**src/rtl/lcd_frame_sequencer_pkg.sv**
```systemverilog
// Shared definitions for the LCD frame sequencer: engine modes, FSM states,
// and a constant-evaluable ceil(log2) helper.
package lcd_pkg;

  localparam logic LCD_INIT = 1'b0;
  localparam logic LCD_REF  = 1'b1;

  typedef enum logic [2:0] {
    IDLE,
    INIT,
    INIT_W,
    ADDR,
    ADDR_W,
    REF,
    REF_W,
    GAP
  } state_t;

  function automatic int CLOG2(input int value);
    int result;
    result = 0;
    while ((1 << result) < value) result++;
    return result;
  endfunction

endpackage

```
**src/rtl/lcd_frame_sequencer_if.sv**
```systemverilog
// Sequencer <-> write-engine control bundle; master is the sequencer side,
// slave is the engine/top-level side.
interface lcd_frame_sequencer_if #(
  parameter int CNT_W  = 5,
  parameter int LINE_W = 1
);

  logic              lcd_finish;
  logic              reinit;
  logic              reg_sel;
  logic              mode;
  logic [CNT_W-1:0]  lcd_cnt;
  logic              lcd_enable;
  logic              data_sel;
  logic              DB_sel;
  logic [LINE_W-1:0] line_sel;
  logic              frame_done;
  logic              fault;

  modport master (
    input  lcd_finish, reinit,
    output reg_sel, mode, lcd_cnt, lcd_enable, data_sel, DB_sel,
           line_sel, frame_done, fault
  );

  modport slave (
    output lcd_finish, reinit,
    input  reg_sel, mode, lcd_cnt, lcd_enable, data_sel, DB_sel,
           line_sel, frame_done, fault
  );

endinterface

```
**src/rtl/lcd_frame_sequencer_wait_timer.sv**
```systemverilog
// Loadable saturating down-counter; serves both the inter-frame gap and the
// lcd_finish watchdog since those two never run at the same time.
module lcd_wait_timer #(
  parameter int W = 16
) (
  input  logic         clk,
  input  logic         rst,
  input  logic         i_load,
  input  logic [W-1:0] i_loadVal,
  input  logic         i_en,
  output logic         o_done
);

  logic [W-1:0] r_count;

  always_ff @(posedge clk) begin
    if (!rst) begin
      r_count <= '0;
    end else if (i_load) begin
      r_count <= i_loadVal;
    end else if (i_en && (r_count != '0)) begin
      r_count <= r_count - 1'b1;
    end
  end

  assign o_done = (r_count == '0);

endmodule

```
**src/rtl/lcd_frame_sequencer.sv**
```systemverilog
// Moore sequencer driving the LCD write engine: init once, then repeating
// multi-line refresh frames with an optional gap, re-init and a finish watchdog.
module lcd_frame_sequencer
  import lcd_pkg::*;
#(
  parameter int INIT_CONST_NO = 4,
  parameter int REF_DATA_NO   = 16,
  parameter int LINES         = 2,
  parameter int CNT_W         = 5,
  parameter int GAP_CYCLES    = 1000,
  parameter int FIN_TIMEOUT   = 65535
) (
  input  logic                  clk,
  input  logic                  rst,
  lcd_frame_sequencer_if.master bus
);

  localparam int LINE_W  = (LINES > 1) ? CLOG2(LINES) : 1;
  localparam int TMR_MAX = (FIN_TIMEOUT > GAP_CYCLES) ? FIN_TIMEOUT : GAP_CYCLES;
  localparam int TMR_W   = (TMR_MAX > 1) ? CLOG2(TMR_MAX + 1) : 1;

  localparam logic [TMR_W-1:0]  FIN_LOAD  = TMR_W'((FIN_TIMEOUT > 0) ? FIN_TIMEOUT - 1 : 0);
  localparam logic [TMR_W-1:0]  GAP_LOAD  = TMR_W'((GAP_CYCLES > 0) ? GAP_CYCLES - 1 : 0);
  localparam logic [LINE_W-1:0] LAST_LINE = LINE_W'(LINES - 1);
  localparam logic [CNT_W-1:0]  INIT_CNT  = CNT_W'(INIT_CONST_NO - 1);
  localparam logic [CNT_W-1:0]  REF_CNT   = CNT_W'(REF_DATA_NO - 1);

  state_t             r_state;
  state_t             w_nextState;
  logic [LINE_W-1:0]  r_line;
  logic [LINE_W-1:0]  w_nextLine;
  logic               r_frameDone;
  logic               w_frameDone;
  logic               r_fault;
  logic               w_timeout;
  logic               w_tmrLoad;
  logic [TMR_W-1:0]   w_tmrLoadVal;
  logic               w_tmrEn;
  logic               w_tmrDone;

  logic               w_regSel;
  logic               w_mode;
  logic [CNT_W-1:0]   w_lcdCnt;
  logic               w_lcdEnable;
  logic               w_dataSel;
  logic               w_dbSel;

  always_ff @(posedge clk) begin
    if (!rst) begin
      r_state     <= IDLE;
      r_line      <= '0;
      r_frameDone <= 1'b0;
      r_fault     <= 1'b0;
    end else begin
      r_state     <= w_nextState;
      r_line      <= w_nextLine;
      r_frameDone <= w_frameDone;
      if (w_timeout) r_fault <= 1'b1;
    end
  end

  // lcd_finish is only looked at in the wait states, so a pulse that lands
  // on an enable cycle or during GAP falls through untouched.
  always_comb begin
    w_nextState = r_state;
    w_nextLine  = r_line;
    w_frameDone = 1'b0;
    w_timeout   = 1'b0;
    case (r_state)
      IDLE:   w_nextState = INIT;
      INIT:   w_nextState = INIT_W;
      INIT_W: begin
        if (bus.lcd_finish) begin
          w_nextState = ADDR;
          w_nextLine  = '0;
        end else if (w_tmrDone) begin
          w_timeout = 1'b1;
        end
      end
      ADDR:   w_nextState = ADDR_W;
      ADDR_W: begin
        if (bus.lcd_finish)     w_nextState = REF;
        else if (w_tmrDone)     w_timeout   = 1'b1;
      end
      REF:    w_nextState = REF_W;
      REF_W: begin
        if (bus.lcd_finish) begin
          if (bus.reinit) begin
            w_nextState = INIT;
          end else if (r_line < LAST_LINE) begin
            w_nextState = ADDR;
            w_nextLine  = r_line + 1'b1;
          end else begin
            w_nextState = (GAP_CYCLES == 0) ? ADDR : GAP;
            w_nextLine  = '0;
            w_frameDone = 1'b1;
          end
        end else if (w_tmrDone) begin
          w_timeout = 1'b1;
        end
      end
      GAP: begin
        if (bus.reinit)      w_nextState = INIT;
        else if (w_tmrDone)  w_nextState = ADDR;
      end
      default: w_nextState = IDLE;
    endcase
    if (w_timeout) w_nextState = INIT;
    if (w_nextState == INIT) w_nextLine = '0;
  end

  always_comb begin
    w_tmrLoad    = (w_nextState != r_state);
    w_tmrLoadVal = (w_nextState == GAP) ? GAP_LOAD : FIN_LOAD;
    w_tmrEn      = (r_state == INIT_W) || (r_state == ADDR_W) ||
                   (r_state == REF_W)  || (r_state == GAP);
  end

  lcd_wait_timer #(.W(TMR_W)) u_waitTimer (
    .clk       (clk),
    .rst       (rst),
    .i_load    (w_tmrLoad),
    .i_loadVal (w_tmrLoadVal),
    .i_en      (w_tmrEn),
    .o_done    (w_tmrDone)
  );

  always_comb begin
    w_regSel    = 1'b0;
    w_mode      = LCD_INIT;
    w_lcdCnt    = INIT_CNT;
    w_lcdEnable = 1'b0;
    w_dataSel   = 1'b0;
    w_dbSel     = 1'b1;
    case (r_state)
      INIT: w_lcdEnable = 1'b1;
      ADDR: begin
        w_lcdEnable = 1'b1;
        w_dbSel     = 1'b0;
        w_lcdCnt    = '0;
      end
      ADDR_W: begin
        w_dbSel  = 1'b0;
        w_lcdCnt = '0;
      end
      REF, REF_W: begin
        w_lcdEnable = (r_state == REF);
        w_regSel    = 1'b1;
        w_dataSel   = 1'b1;
        w_mode      = LCD_REF;
        w_lcdCnt    = REF_CNT;
      end
      default: ;
    endcase
  end

  assign bus.reg_sel    = w_regSel;
  assign bus.mode       = w_mode;
  assign bus.lcd_cnt    = w_lcdCnt;
  assign bus.lcd_enable = w_lcdEnable;
  assign bus.data_sel   = w_dataSel;
  assign bus.DB_sel     = w_dbSel;
  assign bus.line_sel   = r_line;
  assign bus.frame_done = r_frameDone;
  assign bus.fault      = r_fault;

endmodule

```
**src/flat_wrapper.sv**
```systemverilog
// flat-port wrapper written by rule: the top's interface ports become plain ports
module lcd_frame_sequencer_flat import lcd_pkg::*;
#(
  parameter int INIT_CONST_NO = 4,
  parameter int REF_DATA_NO   = 16,
  parameter int LINES         = 2,
  parameter int CNT_W         = 5,
  parameter int GAP_CYCLES    = 1000,
  parameter int FIN_TIMEOUT   = 65535
)
  (clk, rst, bus_lcd_finish, bus_reinit, bus_reg_sel, bus_mode, bus_lcd_cnt, bus_lcd_enable, bus_data_sel, bus_DB_sel, bus_line_sel, bus_frame_done, bus_fault);
  lcd_frame_sequencer_if #(.CNT_W(CNT_W), .LINE_W(1)) bus_i ();
  input  logic clk;
  input  logic rst;
  input wire logic [$bits(bus_i.lcd_finish)-1:0] bus_lcd_finish;
  input wire logic [$bits(bus_i.reinit)-1:0] bus_reinit;
  output wire logic [$bits(bus_i.reg_sel)-1:0] bus_reg_sel;
  output wire logic [$bits(bus_i.mode)-1:0] bus_mode;
  output wire logic [$bits(bus_i.lcd_cnt)-1:0] bus_lcd_cnt;
  output wire logic [$bits(bus_i.lcd_enable)-1:0] bus_lcd_enable;
  output wire logic [$bits(bus_i.data_sel)-1:0] bus_data_sel;
  output wire logic [$bits(bus_i.DB_sel)-1:0] bus_DB_sel;
  output wire logic [$bits(bus_i.line_sel)-1:0] bus_line_sel;
  output wire logic [$bits(bus_i.frame_done)-1:0] bus_frame_done;
  output wire logic [$bits(bus_i.fault)-1:0] bus_fault;
  assign bus_i.lcd_finish = bus_lcd_finish;
  assign bus_i.reinit = bus_reinit;
  assign bus_reg_sel = bus_i.reg_sel;
  assign bus_mode = bus_i.mode;
  assign bus_lcd_cnt = bus_i.lcd_cnt;
  assign bus_lcd_enable = bus_i.lcd_enable;
  assign bus_data_sel = bus_i.data_sel;
  assign bus_DB_sel = bus_i.DB_sel;
  assign bus_line_sel = bus_i.line_sel;
  assign bus_frame_done = bus_i.frame_done;
  assign bus_fault = bus_i.fault;
  lcd_frame_sequencer #(.INIT_CONST_NO(INIT_CONST_NO), .REF_DATA_NO(REF_DATA_NO), .LINES(LINES), .CNT_W(CNT_W), .GAP_CYCLES(GAP_CYCLES), .FIN_TIMEOUT(FIN_TIMEOUT)) u_core (.clk(clk), .rst(rst), .bus(bus_i));
endmodule
```
**config.mk**
```make
export PLATFORM = sky130hd
export DESIGN_NAME = lcd_frame_sequencer_flat
export DESIGN_NICKNAME = d
export VERILOG_FILES = /design/src/rtl/lcd_frame_sequencer_pkg.sv /design/src/rtl/lcd_frame_sequencer_if.sv /design/src/rtl/lcd_frame_sequencer_wait_timer.sv /design/src/rtl/lcd_frame_sequencer.sv /design/src/flat_wrapper.sv
export SDC_FILE = /design/constraint.sdc
export NUM_CORES = 1
export LEC_CHECK = 0
export ABC_AREA = 1
export BUFFER_PORTS_ARGS = -buffer_cell sky130_fd_sc_hd__buf_2
export CAP_MARGIN = 20
export CELL_PAD_IN_SITES_DETAIL_PLACEMENT = 1
export CELL_PAD_IN_SITES_GLOBAL_PLACEMENT = 1
export CORE_MARGIN = 2
export CORE_UTILIZATION = 31
export DETAILED_ROUTE_END_ITERATION = 8
export GPL_ROUTABILITY_DRIVEN = 0
export PLACE_DENSITY_LB_ADDON = 0.1
export SLEW_MARGIN = 25
export SYNTH_ARGS = -nofsm -noshare
export SYNTH_HDL_FRONTEND = slang
export SYNTH_SLANG_ARGS = --single-unit
```
**constraint.sdc**
```tcl
create_clock -name clk -period 2 [get_ports clk]
set_input_delay 0.4 -clock clk [delete_from_list [all_inputs] [get_ports clk]]
set_output_delay 0.4 -clock clk [all_outputs]
set_load 0.05 [all_outputs]
```
# [Yosys cells after proc, flatten, opt, wreduce, memory -nomap -nowiden]
# Cells that the tools add are included.
# Widths: inputs -> output; s select.
[totals] reg_bits=22 latch_bits=0 ramBits=0 rom_bits=0 in_bits=4 memories=0
[classes] addsub=2 multipliers=0 div_mod_pow=0 order_cmp=1 eq_ne=13 shifts=0 muxes=25 bitwise=3 reduce_logical=16
[ops] operator="$mux 16" n=3
[ops] operator="$mux 3" n=8
[ops] operator="$pmux 3 s8" n=1
[ops] operator="$logic_not 16->1" n=1
[ops] operator="$reduce_bool 16->1" n=1
[ops] operator="$sub 16x1->16 const B" n=1
[ops] operator="$eq 3x3->1 const B" n=5
[ops] operator="$mux 1" n=10
[ops] operator="$pmux 4 s2" n=1
[ops] operator="$reduce_or 2->1" n=4
[ops] operator="$eq 3x1->1 const B" n=2
[ops] operator="$eq 3x2->1 const B" n=2
[ops] operator="$ne 2x2->1 const B" n=3
[ops] operator="$pmux 1 s2" n=2
[ops] operator="$reduce_and 4->1" n=1
[ops] operator="$reduce_bool 2->1" n=2
[ops] operator="$reduce_or 4->1" n=1
[ops] operator="$logic_not 3->1" n=1
[ops] operator="$logic_or 1x1->1" n=3
[ops] operator="$ne 3x3->1" n=1
[ops] operator="$not 1->1" n=3
[ops] operator="$reduce_or 3->1" n=1
[ops] operator="$add 1x1->1 const B" n=1
[ops] operator="$logic_and 1x1->1" n=1
[ops] operator="$lt 1x1->1 const B" n=1

# [Depth between registers and ports, before layout]
[depth] depth_word=9 mapped_depth=13 depth_no_buf=13

# [Cells and area by module]
# A second synthesis with hierarchy kept.
[unflattened] hier_cells=292 hier_area_um2=1675.4
[by_module_without_submodules] module="lcd_wait_timer" instances=1 cells_each=211 area_each_um2=1189.9
[by_module_without_submodules] module="lcd_frame_sequencer" instances=1 cells_each=81 area_each_um2=485.5

# [Least setup slack after synthesis]
# No wires, ideal clock.
[synth_timing] path_kind="flip-flop to output port" startpoint="register u_core.r_state[2]" endpoint="output port bus_lcd_cnt[1]" t_arrival_ns=2.084 t_required_ns=1.600 slack_ns=-0.484 stages_incl_launch_ff=4 n_path_buf=1 cell_sequence="dfxtp_1 inv_1 o21ai_0 buf_4"
[synth_via] elab_chain_cells=3
[synth_rtl] item="start, declared" line_no="lcd_frame_sequencer.sv:28" source="state_t r_state;"
[synth_rtl] item="start signal, assigned" line_no="lcd_frame_sequencer.sv:55" source="r_state <= w_nextState;"
[synth_rtl] item="$eq 3x3->1 / $eq 3x2->1 (equally long branches)" line_no="lcd_frame_sequencer.sv:135" source="case (r_state)"
[synth_rtl] item="$reduce_or 2->1 (on tied branches)"
[synth_rtl] item="$pmux 4 s2 (*)" line_no="lcd_frame_sequencer.sv:135"
[synth_rtl] item="end, declared" line_no="flat_wrapper.sv:19" source="output wire logic [$bits(bus_i.lcd_cnt)-1:0] bus_lcd_cnt;"
# Mark *: on every way between the ends. The rest lies on a longest branch, timed or not.

# [Worst setup path after layout]
[layout_timing] startpoint="register u_core.u_waitTimer.r_count[0]" endpoint="register u_core.u_waitTimer.r_count[2]"
[layout_via] elab_chain_cells=7
[layout_rtl] item="start, declared" line_no="lcd_frame_sequencer_wait_timer.sv:14" source="logic [W-1:0] r_count;"
[layout_rtl] item="start signal, assigned" line_no="lcd_frame_sequencer_wait_timer.sv:20" source="r_count <= i_loadVal;"
[layout_rtl] item="start signal, assigned" line_no="lcd_frame_sequencer_wait_timer.sv:22" source="r_count <= r_count - 1'b1;"
[layout_rtl] item="$logic_not 16->1" line_no="lcd_frame_sequencer_wait_timer.sv:26" source="assign o_done = (r_count == '0);"
[layout_rtl] item="$mux 3 / $mux 1 (equally long branches)"
[layout_rtl] item="$mux 3 / $mux 1 (equally long branches)" line_no="lcd_frame_sequencer.sv:103, lcd_frame_sequencer.sv:82"
[layout_rtl] item="$pmux 3 s8 / $mux 1 (equally long branches)"
[layout_rtl] item="$mux 3" line_no="lcd_frame_sequencer.sv:108" source="if (w_timeout) w_nextState = INIT;"
[layout_rtl] item="$ne 3x3->1" line_no="lcd_frame_sequencer.sv:113" source="w_tmrLoad = (w_nextState != r_state);"
[layout_rtl] item="$mux 16 / $reduce_bool 2->1 (equally long branches)"
# Parallel ways exist; a longest one is shown, timed or not. The select of a mux whose other input is x is not followed.
# A chain may end at the register's enable or synchronous reset.

==> summary by stage <==
Pwr
The share of total power consumed by net switching is 38.08%. VDD sags by at most 224.9 uV. Internal power comes to between 0.0007 and 0.0008 W.

The sequential power share is between 40 and 50%. The switching power total is between 0.0004 and 0.0005 W. The share of power burned in combinational logic is between 30 and 40%. The total power draw is about 0.0012 W. The leakage power is between 0.6 and 0.7 nW. The total power density per cell area is roughly 800 nW/um^2.

The part of the total power dissipated in the clock network is between 20% and 30%.

Die
The I/O pin count is 17. The standard-cell row count is 24. The die boundary width is about 70 um.

The die is roughly 70 um tall. The initial core utilization is a little under a third. The die covers about 4900 um^2. The core region is around 4300 um^2.

Setup path
The critical path is of the reg -> reg type. The maximum fanout along the worst path is 11. For the worst setup path, the data arrival time is approximately 2.0 ns. The register-to-register setup slack is 0.18 ns.

STA classifies the critical path endpoint as a flop. Measured in cells, the most critical reg-to-reg path has a length of 10. The startpoint type of the worst setup path is a flop. STA puts the critical path data required time at approximately 2.2 ns.

Flow run
The reported max-cap violation count is 0.

Route
In the routed design, unresolved DRC markers number 0. Dividing the detail-routed wire length by the instance count gives 13.20 um. The post-detailed-route count of antenna-violating nets is 0. After the first detailed-routing iteration, the DRC count stood at 28.

The overall via count from detail_route is ~1,200. The length of the first detailed-routing pass in iterations is 5. In the routed layout, each cell is associated on average with a via count of between 4 and 5. Summed over all layers, the routed wires come to 3392 um.

STA
The clock arrives with between 0.006 and 0.007 ns of skew. For this run, the top clock speed supported by timing is between 0.5 and 0.6 GHz. The time the worst path needs with I/O delays and setup is 1.819 ns. The number of setup violations in the final report is 0. The worst path meets setup with 0.1814 ns of slack. The post-route clock period utilization is 90.93%.

The transition time at the pin with the least slew margin is approximately 0.58 ns. The number of max-slew violations in the final report is 0. Setup repair after global routing left no endpoint under its margin.

The number of hold-slack violations in the final timing report was 0. Setup total negative slack on the finished layout was measured at 0 ns. The max-slew headroom at the worst pin is a little over 60%.

Global route
The met1 track demand over resource is between 10% and 20%. The aggregate global routing overflow is 0. Entering global routing, the biggest net connects 14 pins.

The met2 capacity usage during global routing is between 20% and 30%. For this run, the total global-route usage over all layers was measured as around 15%. The global-route track usage on met3 is under 10%.

The most used routing layer in global routing is met2. The number of global-route vias before repair came to about 1,300. The wire length of the first global-routing pass is 5740 um. The number of antenna violations at the first check in global routing is 0.

Clock tree
The clock tree from TritonCTS is yes. The TritonCTS buffer count is 3. The cell chosen for the clock root is sky130_fd_sc_hd__clkbuf_8.

The clock transition at the register clock pins on the worst setup and hold paths after CTS is 0.07 ns. The number of buffers between clock root and the deepest sink is 2. The clock reaches the later pin of the worst-skew pair after 0.26 ns. The number of sinks driven by the clock tree is 22. In this run the post-CTS setup repair buffer count came out at 0.

In this run the number of H-tree levels came out at 1.

Logic synthesis
Summing the areas of all and, or, nand and nor instances in the mapped netlist gives between 30% and 40% of the synthesized area. The share of the Yosys chip area taken by registers is approximately 32%. The dominant combinational cell family by area after synthesis is simple AND/OR/NAND/NOR gates. The synthesized netlist devotes less than 1% of its cell area to adder and majority cells. Summing the areas of all compound-gate instances in the mapped netlist gives about an eighth of the synthesized area. The number of storage elements in the synthesis netlist is 22. In the synthesized netlist, the number of instances is 193.

The number of nets produced by synthesis is 198. The synthesized netlist devotes 8.372% of its cell area to XOR and XNOR gates. The count of synthesis-stage warnings from yosys is 0. The mux contribution to synthesized area is 0%. The post-synthesis area per instance is 7.047 um^2. The cell area that synthesis handed to floorplanning was 1360 um^2. Synthesis instantiated 29 different standard cells from the library.

Layout
From synthesis to final layout, the design area changed by 11.32%. The post-route core utilization is between 30% and 40%. The top cell types in the final layout, fill and taps aside, are sky130_fd_sc_hd__nand2_1 (29), sky130_fd_sc_hd__nor2_1 (26), sky130_fd_sc_hd__inv_1 (23).

The library cell used most frequently in the layout, excluding fill and tap cells, is sky130_fd_sc_hd__nand2_1. The number of antenna diodes is 0. The share of final-layout standard cells stronger than drive strength 1 is a little under a quarter. At the end of the flow, the number of nets in the layout was 212. Summing all non-filler instances in the final layout gives an area of ~1500 um^2.

Status
The flow ran to the end, and the final reports show no timing, DRC or antenna violations.

Place
The detailed-placement wirelength estimate is between 2000 and 3000 um. In this run the cell area measured after placement is about 1500 um^2. At the placement stage, the worst setup path has a slack of 0.1096 ns. During placement, the flow inserted port buffers numbering 15.

Min path
The min-delay analysis places its worst path in the category in -> reg. The worst hold path was traced through 4 stages.
## cell families after synthesis
| family | count (synthesis) |
|---|---|
| flops | 22 |
| fa+ha+maj | 1 |
| other cells | 1 |
| xor+xnor | 13 |
| simple gates | 95 |
| buf+inv | 35 |
| compound gates | 26 |
## per-stage QoR
| step | hold slack, ns | cells |
|---|---|---|
| 2_1_floorplan | 0.5006 | 193 |
| 3_3_place_gp | 0.4565 | 254 |
| 3_5_place_dp | 0.4627 | 254 |
| 4_1_cts | 0.4411 | 257 |
| 5_1_grt | 0.4588 | 257 |
| 6_report | 0.4491 | 257 |
## flip-flops by register name (all words and copies together), names as in the netlist
name	count
u_core.u_waitTimer.r_count	16
u_core.r_state	3
u_core.bus.fault	1
u_core.bus.frame_done	1
u_core.bus.line_sel	1
## synth_stat cells, drive strengths merged
cell type	n	area share, %
nand3	22	9.4
nand2	35	12
o2111ai	1	0.64
o21ai	13	5.1
buf	6	3.3
inv	26	7.4
dfxtp	22	32
xor2	10	6.4
a21oi	10	5.9
clkinv	1	0.28
o22ai	2	0.92
nor3	2	0.74
nand4	4	2.3
nor2	31	9.3
conb	1	0.28
ha	1	0.92
xnor2	3	1.9
clkbuf	2	0.55
nand3b	1	0.55
## final cells by class
class                      count  area [um^2]
fill                         567         2780
tap                           52        65.06
inverter                      27        103.9
sequential                    22        442.9
clock buffer                   3        41.29
timing repair buffer          17        90.09
multi-input combinational    136        770.7
## metal layers
metal / up-vias / share of wire, %
met2: 13 / 53
li1: 633 / -
met4: 0 / 0
met3: 0 / 2.4
met5: - / 0
met1: 578 / 45
## worst paths after layout
path,from,endpoint
worst max-delay path,u_core.u_waitTimer.r_count[0],u_core.u_waitTimer.r_count[2]
worst min-delay path,bus_reinit,u_core.bus.frame_done
worst max register to register,u_core.u_waitTimer.r_count[0],u_core.u_waitTimer.r_count[2]
worst min register to register,u_core.bus.fault,u_core.bus.fault
## worst max-delay path, stage by stage, from the launching register on
cell	delay [ns]
sky130_fd_sc_hd__dfxtp_1	0.33
sky130_fd_sc_hd__inv_1	0.07
sky130_fd_sc_hd__ha_1	0.23
sky130_fd_sc_hd__nand2_1	0.14
sky130_fd_sc_hd__nor2_1	0.08
sky130_fd_sc_hd__nand3_1	0.14
sky130_fd_sc_hd__nand3_1	0.13
sky130_fd_sc_hd__nand2_4	0.17
sky130_fd_sc_hd__nand3_4	0.15
sky130_fd_sc_hd__o21ai_0	0.21
sky130_fd_sc_hd__inv_1	0.05
## power groups by stage
stage                     clock (W)  combinational (W)  sequential, W
after global routing       0.000304           0.000443       0.000546
after global placement            0           0.000389       0.000545
final                      0.000274           0.000398       0.000537
after floorplan                   0           0.000321       0.000540
after CTS                  0.000287           0.000402       0.000536
after detailed placement          0           0.000399       0.000546
## repair_timing
item	in CTS	in global routing
resized for setup	0	5
hold buffers	0	0
endpoints found under the setup margin	0	19
No activity file was read; power rests on OpenSTA's default activity.
